--- config.mk ---
export PLATFORM = sky130hd
export DESIGN_NAME = fetch_wf_arbiter
export DESIGN_NICKNAME = d
export VERILOG_FILES = /design/src/rtl/fetch_wf_arbiter.sv
export SDC_FILE = /design/constraint.sdc
export NUM_CORES = 1
export LEC_CHECK = 0
export BUFFER_PORTS_ARGS = -buffer_cell sky130_fd_sc_hd__buf_2
export CORE_MARGIN = 2
export CORE_UTILIZATION = 45
export DETAILED_ROUTE_END_ITERATION = 8
export GPL_ROUTABILITY_DRIVEN = 1
export SETUP_SLACK_MARGIN = 0.4
export SYNTH_ARGS = -nofsm -noshare
export SYNTH_HDL_FRONTEND = slang
export SYNTH_SLANG_ARGS = --single-unit
export TNS_END_PERCENT = 20
--- constraint.sdc ---
create_clock -name clk -period 17.2 [get_ports clk]
set_clock_uncertainty 0.05 [all_clocks]
set_input_delay 2.58 -clock clk [delete_from_list [all_inputs] [get_ports clk]]
set_output_delay 2.58 -clock clk [all_outputs]
set_load 0.1 [all_outputs]
--- src/rtl/fetch_wf_arbiter.sv ---
// fetch_wf_arbiter
// ----------------
// Round-robin arbiter that chooses which wavefront slot issues the next
// instruction fetch. A slot is eligible when it is allocated (wf_active) and
// not throttled by the wave queue pool (stop_fetch). Once a slot is picked,
// the request is held until the fetch unit acknowledges it. The next search
// then starts one slot above the granted one. A granted handshake produces a
// one-cycle, one-hot q_vtail_incr pulse in the following cycle.
//
// Handshake: fetch_valid/fetch_wf_id are registered and stay stable while
// fetch_valid=1. The transfer happens on a rising edge where fetch_valid=1 and
// fetch_ack=1. fetch_ack is ignored while fetch_valid=0. The arbiter always
// spends one IDLE cycle after a transfer, so at most one grant is made every
// two cycles.
//
// Optional feature (macro FETCH_TIMEOUT_EN):
//   An 8-bit watchdog abandons a request after 256 consecutive REQ cycles
//   without fetch_ack. An abandoned request produces no pulse, advances the
//   pointer past the slot, and sets the sticky timeout_err flag. When the
//   macro is undefined, there is no watchdog and timeout_err is tied to 0.
//
// Ports:
//   clk           in   clock, rising edge
//   rst           in   asynchronous active-high reset
//   wf_active     in   [NUM_WF] slot allocated
//   stop_fetch    in   [NUM_WF] slot throttled (not eligible)
//   fetch_ack     in   fetch unit accepts the pending request
//   fetch_valid   out  request pending (FSM in REQ)
//   fetch_wf_id   out  [6] slot of the pending request
//   q_vtail_incr  out  [NUM_WF] one-hot pulse for the granted slot
//   timeout_err   out  sticky watchdog flag
//   dbg_state     out  current FSM state (0=IDLE, 1=REQ)
module fetch_wf_arbiter #(
  parameter int NUM_WF = 40
) (
  input  logic              clk,
  input  logic              rst,
  input  logic [NUM_WF-1:0] wf_active,
  input  logic [NUM_WF-1:0] stop_fetch,
  input  logic              fetch_ack,
  output logic              fetch_valid,
  output logic [5:0]        fetch_wf_id,
  output logic [NUM_WF-1:0] q_vtail_incr,
  output logic              timeout_err,
  output logic              dbg_state
);

  localparam logic [0:0] ST_IDLE = 1'b0;
  localparam logic [0:0] ST_REQ  = 1'b1;

  logic [0:0]        state_q, state_d;
  logic [5:0]        rr_ptr_q, rr_ptr_d;
  logic [5:0]        wf_id_q, wf_id_d;
  logic [NUM_WF-1:0] vtail_q, vtail_d;

  logic [NUM_WF-1:0] eligible;
  logic              pick_found;
  logic [5:0]        pick_idx;
  logic [5:0]        wf_id_next;
  logic              wdog_fire;

  assign eligible = wf_active & ~stop_fetch;

  // Pointer value after the current slot is retired (39 wraps to 0).
  assign wf_id_next = (wf_id_q == 6'(NUM_WF - 1)) ? 6'd0 : wf_id_q + 6'd1;

  // First eligible slot at or above rr_ptr, wrapping past the top slot.
  always_comb begin
    int idx;
    pick_found = 1'b0;
    pick_idx   = 6'd0;
    idx        = 0;
    for (int k = 0; k < NUM_WF; k++) begin
      idx = int'(rr_ptr_q) + k;
      if (idx >= NUM_WF) idx = idx - NUM_WF;
      if (!pick_found && eligible[idx]) begin
        pick_found = 1'b1;
        pick_idx   = 6'(idx);
      end
    end
  end

`ifdef FETCH_TIMEOUT_EN
  logic [7:0] wdog_q, wdog_d;
  logic       timeout_err_q;

  // The counter holds the number of REQ cycles already spent without an ack.
  // The 256th such cycle is the one where the counter reads 255.
  assign wdog_fire = (state_q == ST_REQ) && !fetch_ack && (wdog_q == 8'hFF);
  // Any IDLE cycle clears the counter, so every entry to REQ starts at zero.
  assign wdog_d    = ((state_q == ST_REQ) && !fetch_ack) ? wdog_q + 8'd1 : 8'd0;

  always_ff @(posedge clk or posedge rst) begin
    if (rst) begin
      wdog_q        <= 8'd0;
      timeout_err_q <= 1'b0;
    end else begin
      wdog_q        <= wdog_d;
      timeout_err_q <= timeout_err_q | wdog_fire;
    end
  end

  assign timeout_err = timeout_err_q;
`else
  assign wdog_fire   = 1'b0;
  assign timeout_err = 1'b0;
`endif

  always_comb begin
    state_d  = state_q;
    rr_ptr_d = rr_ptr_q;
    wf_id_d  = wf_id_q;
    vtail_d  = '0;
    case (state_q)
      ST_IDLE: begin
        if (pick_found) begin
          state_d = ST_REQ;
          wf_id_d = pick_idx;
        end
      end
      ST_REQ: begin
        // The request is held regardless of eligibility changes until it
        // is acknowledged (or abandoned by the watchdog).
        if (fetch_ack) begin
          state_d  = ST_IDLE;
          rr_ptr_d = wf_id_next;
          vtail_d  = {{(NUM_WF-1){1'b0}}, 1'b1} << wf_id_q;
        end else if (wdog_fire) begin
          state_d  = ST_IDLE;
          rr_ptr_d = wf_id_next;
        end
      end
      default: state_d = ST_IDLE;
    endcase
  end

  always_ff @(posedge clk or posedge rst) begin
    if (rst) begin
      state_q  <= ST_IDLE;
      rr_ptr_q <= 6'd0;
      wf_id_q  <= 6'd0;
      vtail_q  <= '0;
    end else begin
      state_q  <= state_d;
      rr_ptr_q <= rr_ptr_d;
      wf_id_q  <= wf_id_d;
      vtail_q  <= vtail_d;
    end
  end

  assign fetch_valid  = (state_q == ST_REQ);
  assign fetch_wf_id  = wf_id_q;
  assign q_vtail_incr = vtail_q;
  assign dbg_state    = state_q;

endmodule

-- Word level (Yosys, flattened, before mapping)
Cells that the tools add are included.
- $add $sub $neg: 80
- order comparisons: 80
- equality and inequality tests: 1
- shift operators: 1
- multiplexer cells: 246
- bitwise gates (word level): 3
- reductions and logical operators: 80
- operators with widths (operator ; number):
    $lt 32x8->1 const B ; 40
    $mux 32 ; 40
    $sub 7x6->8 const B ; 39
    $ge 7x6->1 const B ; 39
    $mux 6 ; 41
    $bmux 1 s6 ; 40
    $mux 1 ; 122
    $add 6x5->7 const B ; 16
    $mux 40 ; 2
    $add 6x4->7 const B ; 8
    $add 6x6->7 const B ; 8
    $and 40x40->40 ; 1
    $not 40->40 ; 1
    $shl 1x6->40 const A ; 1
    $logic_and 1x1->1 ; 39
    $logic_not 1->1 ; 39
    $add 6x3->7 const B ; 4
    $add 6x2->7 const B ; 2
    $add 6x1->7 const B ; 1
    $sub 6x6->7 const B ; 1
    $add 6x1->6 const B ; 1
    $eq 6x6->1 const B ; 1
    $ge 6x6->1 const B ; 1
    $reduce_and 2->1 ; 2
    2 further kinds ; 2
- bits in registers: 53
- output and inout bits: 49

-- Longest topological paths before layout
- word-level depth: 125
- depth in mapped cells: 26
- depth with buffers taken out: 20

-- Least setup slack after synthesis
No wires, ideal clock.
- path kind: input -> register
- from: input stop_fetch[10]
- to: register wf_id_q[1], in the netlist fetch_wf_id[1]
- setup time: 0.140 ns
- arrival time: 6.227 ns
- slack: 10.783 ns
- cell stages on the path: 15
- cell sequence: nand3b_1 -> o21ai_0 -> mux4_2 -> or4_1 -> o2111ai_2 -> nand3_4 -> or4b_4 -> nor4_4 -> and4_1 -> buf_4 -> and2_4 -> a21oi_1 -> a211o_1 -> nand4_1 -> o221ai_1
- word-level cells in the longest chain between the ends: 124
- ends and longest elaborated chain (what ; RTL line ; source):
    start, declared ; 39 ; input logic [NUM_WF-1:0] stop_fetch,
    $not 40->40 (*) ; 62 ; assign eligible = wf_active & ~stop_fetch;
    $and 40x40->40 (*) ; 62 ;
    $bmux 1 s6 ; 76 ; if (!pick_found && eligible[idx]) begin
    $mux 1 (implied by the code) (2 in series) ; 76 ;
    $mux 1 ; 76 ;
    $logic_not 1->1 ; 76 ;
    $logic_and 1x1->1 ; 76 ;
    $mux 1 ; 76 ;
    [107 not listed] ; -- ;
    $mux 1 ; 76 ;
    $logic_not 1->1 ; 76 ;
    $logic_and 1x1->1 ; 76 ;
    $mux 1 ; 76 ;
    $logic_not 1->1 ; 76 ;
    $logic_and 1x1->1 ; 76 ;
    $mux 1 ; 76 ;
    $reduce_and 2->1 (no line) ; -- ;
    end signal, assigned ; 146 ; wf_id_q <= wf_id_d;
    end, declared ; 53 ; logic [5:0] wf_id_q, wf_id_d;
Mark *: on every way between the ends. The rest lies on a longest branch, timed or not. The select of a mux whose other input is x is not followed.
A chain may end at the register's enable or synchronous reset.

-- Worst setup path after layout
- from: register rr_ptr_q[3]
- to: register wf_id_q[0], in the netlist fetch_wf_id[0]
- word-level cells in the longest chain between the ends: 124
- ends and longest elaborated chain (what ; RTL line ; source):
    start, declared ; 52 ; logic [5:0] rr_ptr_q, rr_ptr_d;
    start signal, assigned ; 145 ; rr_ptr_q <= rr_ptr_d;
    parallel branches: the longest is 124 deep, another holds $sub 7x6->8 ; -- ;
Several ways; the timed one is not identified. The select of a mux whose other input is x is not followed.

==> flow_summary_export.csv <==
group,metric,value,unit
run_status,outcome,"finished, violations left",
run_status,violations,"design-rule violations, max-capacitance violations",
finish,drive_above_1_share,0.156,
synth,netlist_area,0.0155,sq mm
finish,nets,2349,
finish,area.growth.synth_to_final,7.53,%
route,drc,1,
cts,cts_setup_buffers,0,
route,firstDrtPassIters,8,
critical_path,cp.arrival,8.43,ns
synth,yosysTopAreaCellShare,0.0853,
run,maxCapViolCount,1,
critical_path,crit_end,"fetch_wf_id[0]$_DFFE_PP0P_",
timing,worstMarginPinSlew,1.45,ns
finish,layout_common_cells,"nor2_1, nand2_1, buf_2, o21ai_0, a21oi_1",
critical_path,r2r-start,"rr_ptr_q[3]$_DFFE_PP0P_",
placement,place_area,0.0166,sq mm
timing,final-setup-viol-count,0,
critical_path,crit_path_start_kind,"flip-flop",
timing,rsz0062_at_grt,"no",
die,dieHeight,190,microns
finish,num_antenna_cells,0,
critical_path,worst-r2r-cell-count,20,
route,drt-total-wl,83000,microns
global_routing,grt-ovfl-total,0,
critical_path,cp-startpoint,"rr_ptr_q[3]$_DFFE_PP0P_",
timing,fin_crit_sh,0.484,
cts,cts_resized,0,
global_routing,first_global_vias,17800,
route,vias,19600,
route,drt_iter0_markers,2723,
synth,ys.flop_type,"dfrtp_1",
die,die_x,190,microns
critical_path,reg2reg_to,"fetch_wf_id[0]$_DFFE_PP0P_",
cts,clock_path_buffers,2,
min_path,hold_path_class,"flip-flop to flip-flop",
synth,yosys_register_bits,53,
cts,postCtsHoldBufs,0,
route,ant_nets,0,
timing,hold_violations,0,
cts,clk_latency,0.30,ns
cts,cts_root_buffer,"clkbuf_16",
cts,cts_buffers,5,
die,core,0.0343,sq mm
global_routing,globalRouteTotalUtil,0.447,
cts,clk_pin_slew,0.07,ns
die,dieArea,0.0361,sq mm
synth,synth_fp_nets,2289,
die,pin_count,132,
synth,ys_warn_count,0,
finish,fillers,3485,
synth,synth_cell_type_count,112,
critical_path,worstPathMaxFanout,58,
synth,synth.avg_cell_area,7.27,sq um
synth,netlist_instances,2138,
die,num_rows,68,
synth,yosysSeqAreaShare,0.0853,
route,via_per_inst,7.40,
placement,globalplace.congestion,1.13,
critical_path,required,17.31,ns
critical_path,critical_path_class,"flip-flop to flip-flop",
die,floorplan.initialDensity,0.453,
timing,setup-tns-final,0,ns
critical_path,cp-end-kind,"flip-flop",
synth,async_flop_share,1.00,
timing,hold_ws,0.592,ns
cts,htree_levels,2,
timing,report.final.slew_viol_count,0,
placement,dpl.hpwl,66100,microns
global_routing,grt_max_degree,80,
finish,stdcell_area,0.0167,sq mm
synth,synthTopCellsByArea,"dfrtp_1, mux4_2, ha_1",
timing,clock.fmax,120,MHz
global_routing,grt_pass1_wl,120000,microns
cts,clock_sinks,53,
timing,slew_headroom,0.00824,
synth,synth-edff-count,0,
finish,final_common_cell,"nor2_1",
route,avgRoutedWirePerCell,31.3,microns
critical_path,r2r_slack,8.88,ns
cts,cts_tree,"done",
synth,synth.largest_area_cell,"dfrtp_1",
global_routing,antenna_found_initial,0,
placement,portBuffers,130,
timing,period_needed,8.32,ns
## metal layers
layer  track usage  wire length, microns  vias to the layer above
li1              -                     -                     8505
met1         0.598                 32900                     9439
met2         0.654                 33500                     1431
met3         0.121                 10900                      260
met4         0.234                  5580                        0
met5             0                     0                        -
## cells in the mapped netlist (14+ instances only)
master and number:
nor2_1 175, nand2_1 146, o21ai_0 126, a21oi_1 118, nor3_1 98, inv_1 74
nand3_1 69, ha_1 68, mux2i_1 66, nand2b_1 60, clkbuf_1 55, a31oi_1 54
dfrtp_1 53, a211oi_1 47, xnor2_1 44, buf_2 41, mux4_2 40, o211ai_1 34
a21o_1 32, o22ai_1 32, nor4_1 31, nor2b_1 27, or3_1 26, nand3b_1 25
nand4_1 25, o21a_1 25, a211o_1 23, and2_1 23, and3_1 22, nor3b_1 22
or2_2 22, and3b_1 19, mux2_2 19, a2111oi_0 18, a311oi_1 18, or4_1 16
o2111ai_1 15, o221ai_1 14
## layout make-up
class,count,area [sq um],area share
Multi-Input combinational cell,1870,13300,0.796
Sequential cell,53,1340,0.0798
Timing Repair Buffer,180,1020,0.0612
Tap cell,455,569,0.0340
Inverter,88,333,0.0199
Clock buffer,5,125,0.00748
Clock inverter,3,26.3,0.00157
## stage by stage
step,worst slack (ns),cells,util
floorplan,10.78,2138,-
global placement,9.12,2645,0.483
detailed placement,9.11,2646,0.483
CTS,9.28,2654,0.488
global route,8.75,2654,0.488
finish,8.88,2654,0.488
## how the worst min path moves through the flow
stage | slack (ns) | from | endpoint | depth (start not counted)
global route | 0.63 | fetch_wf_id[0]$_DFFE_PP0P_ | rr_ptr_q[0]$_DFFE_PP0P_ | 1
floorplan | 1.02 | fetch_wf_id[0]$_DFFE_PP0P_ | rr_ptr_q[0]$_DFFE_PP0P_ | 1
global placement | 0.57 | fetch_wf_id[0]$_DFFE_PP0P_ | rr_ptr_q[0]$_DFFE_PP0P_ | 1
detailed placement | 0.56 | fetch_wf_id[0]$_DFFE_PP0P_ | rr_ptr_q[0]$_DFFE_PP0P_ | 1
CTS | 0.58 | fetch_wf_id[0]$_DFFE_PP0P_ | rr_ptr_q[0]$_DFFE_PP0P_ | 1
finish | 0.59 | fetch_wf_id[0]$_DFFE_PP0P_ | rr_ptr_q[0]$_DFFE_PP0P_ | 1
## sequential cells by signal, indices dropped and copies added, names as in the netlist
signal / count
rr_ptr_q: 6
fetch_wf_id: 6
q_vtail_incr: 40
dbg_state: 1
## critical path, stage by stage (launching register included)
cell       delay [ns]
dfrtp_2          0.61
buf_4            0.67
ha_1             0.26
buf_4            0.19
buf_4            0.35
a21oi_1          0.19
xnor2_1          0.53
inv_1            0.17
a221o_1          0.37
and2_1           0.28
a2111oi_0        1.27
a311o_1          0.77
or4_1            0.29
nor2_1           0.05
buf_4            0.22
and2_1           0.21
nor4_1           0.33
and4_1           0.36
nand4_1          0.18
o41ai_1          0.60
mux2i_1          0.15
## cell families (layout without fill, tap and decap cells)
logic type	after synthesis	in the layout	synth area share
buf+inv	215	276	0.0619
compound gates	763	763	0.350
fa+ha+maj	68	68	0.0547
simple gates	861	861	0.302
other cells	1	1	0.000241
xor+xnor	50	50	0.0286
mux	127	127	0.117
flops	53	53	0.0853
Power is not shown: default switching activity piles up to over one toggle a cycle in this logic, so the estimate is an artifact.
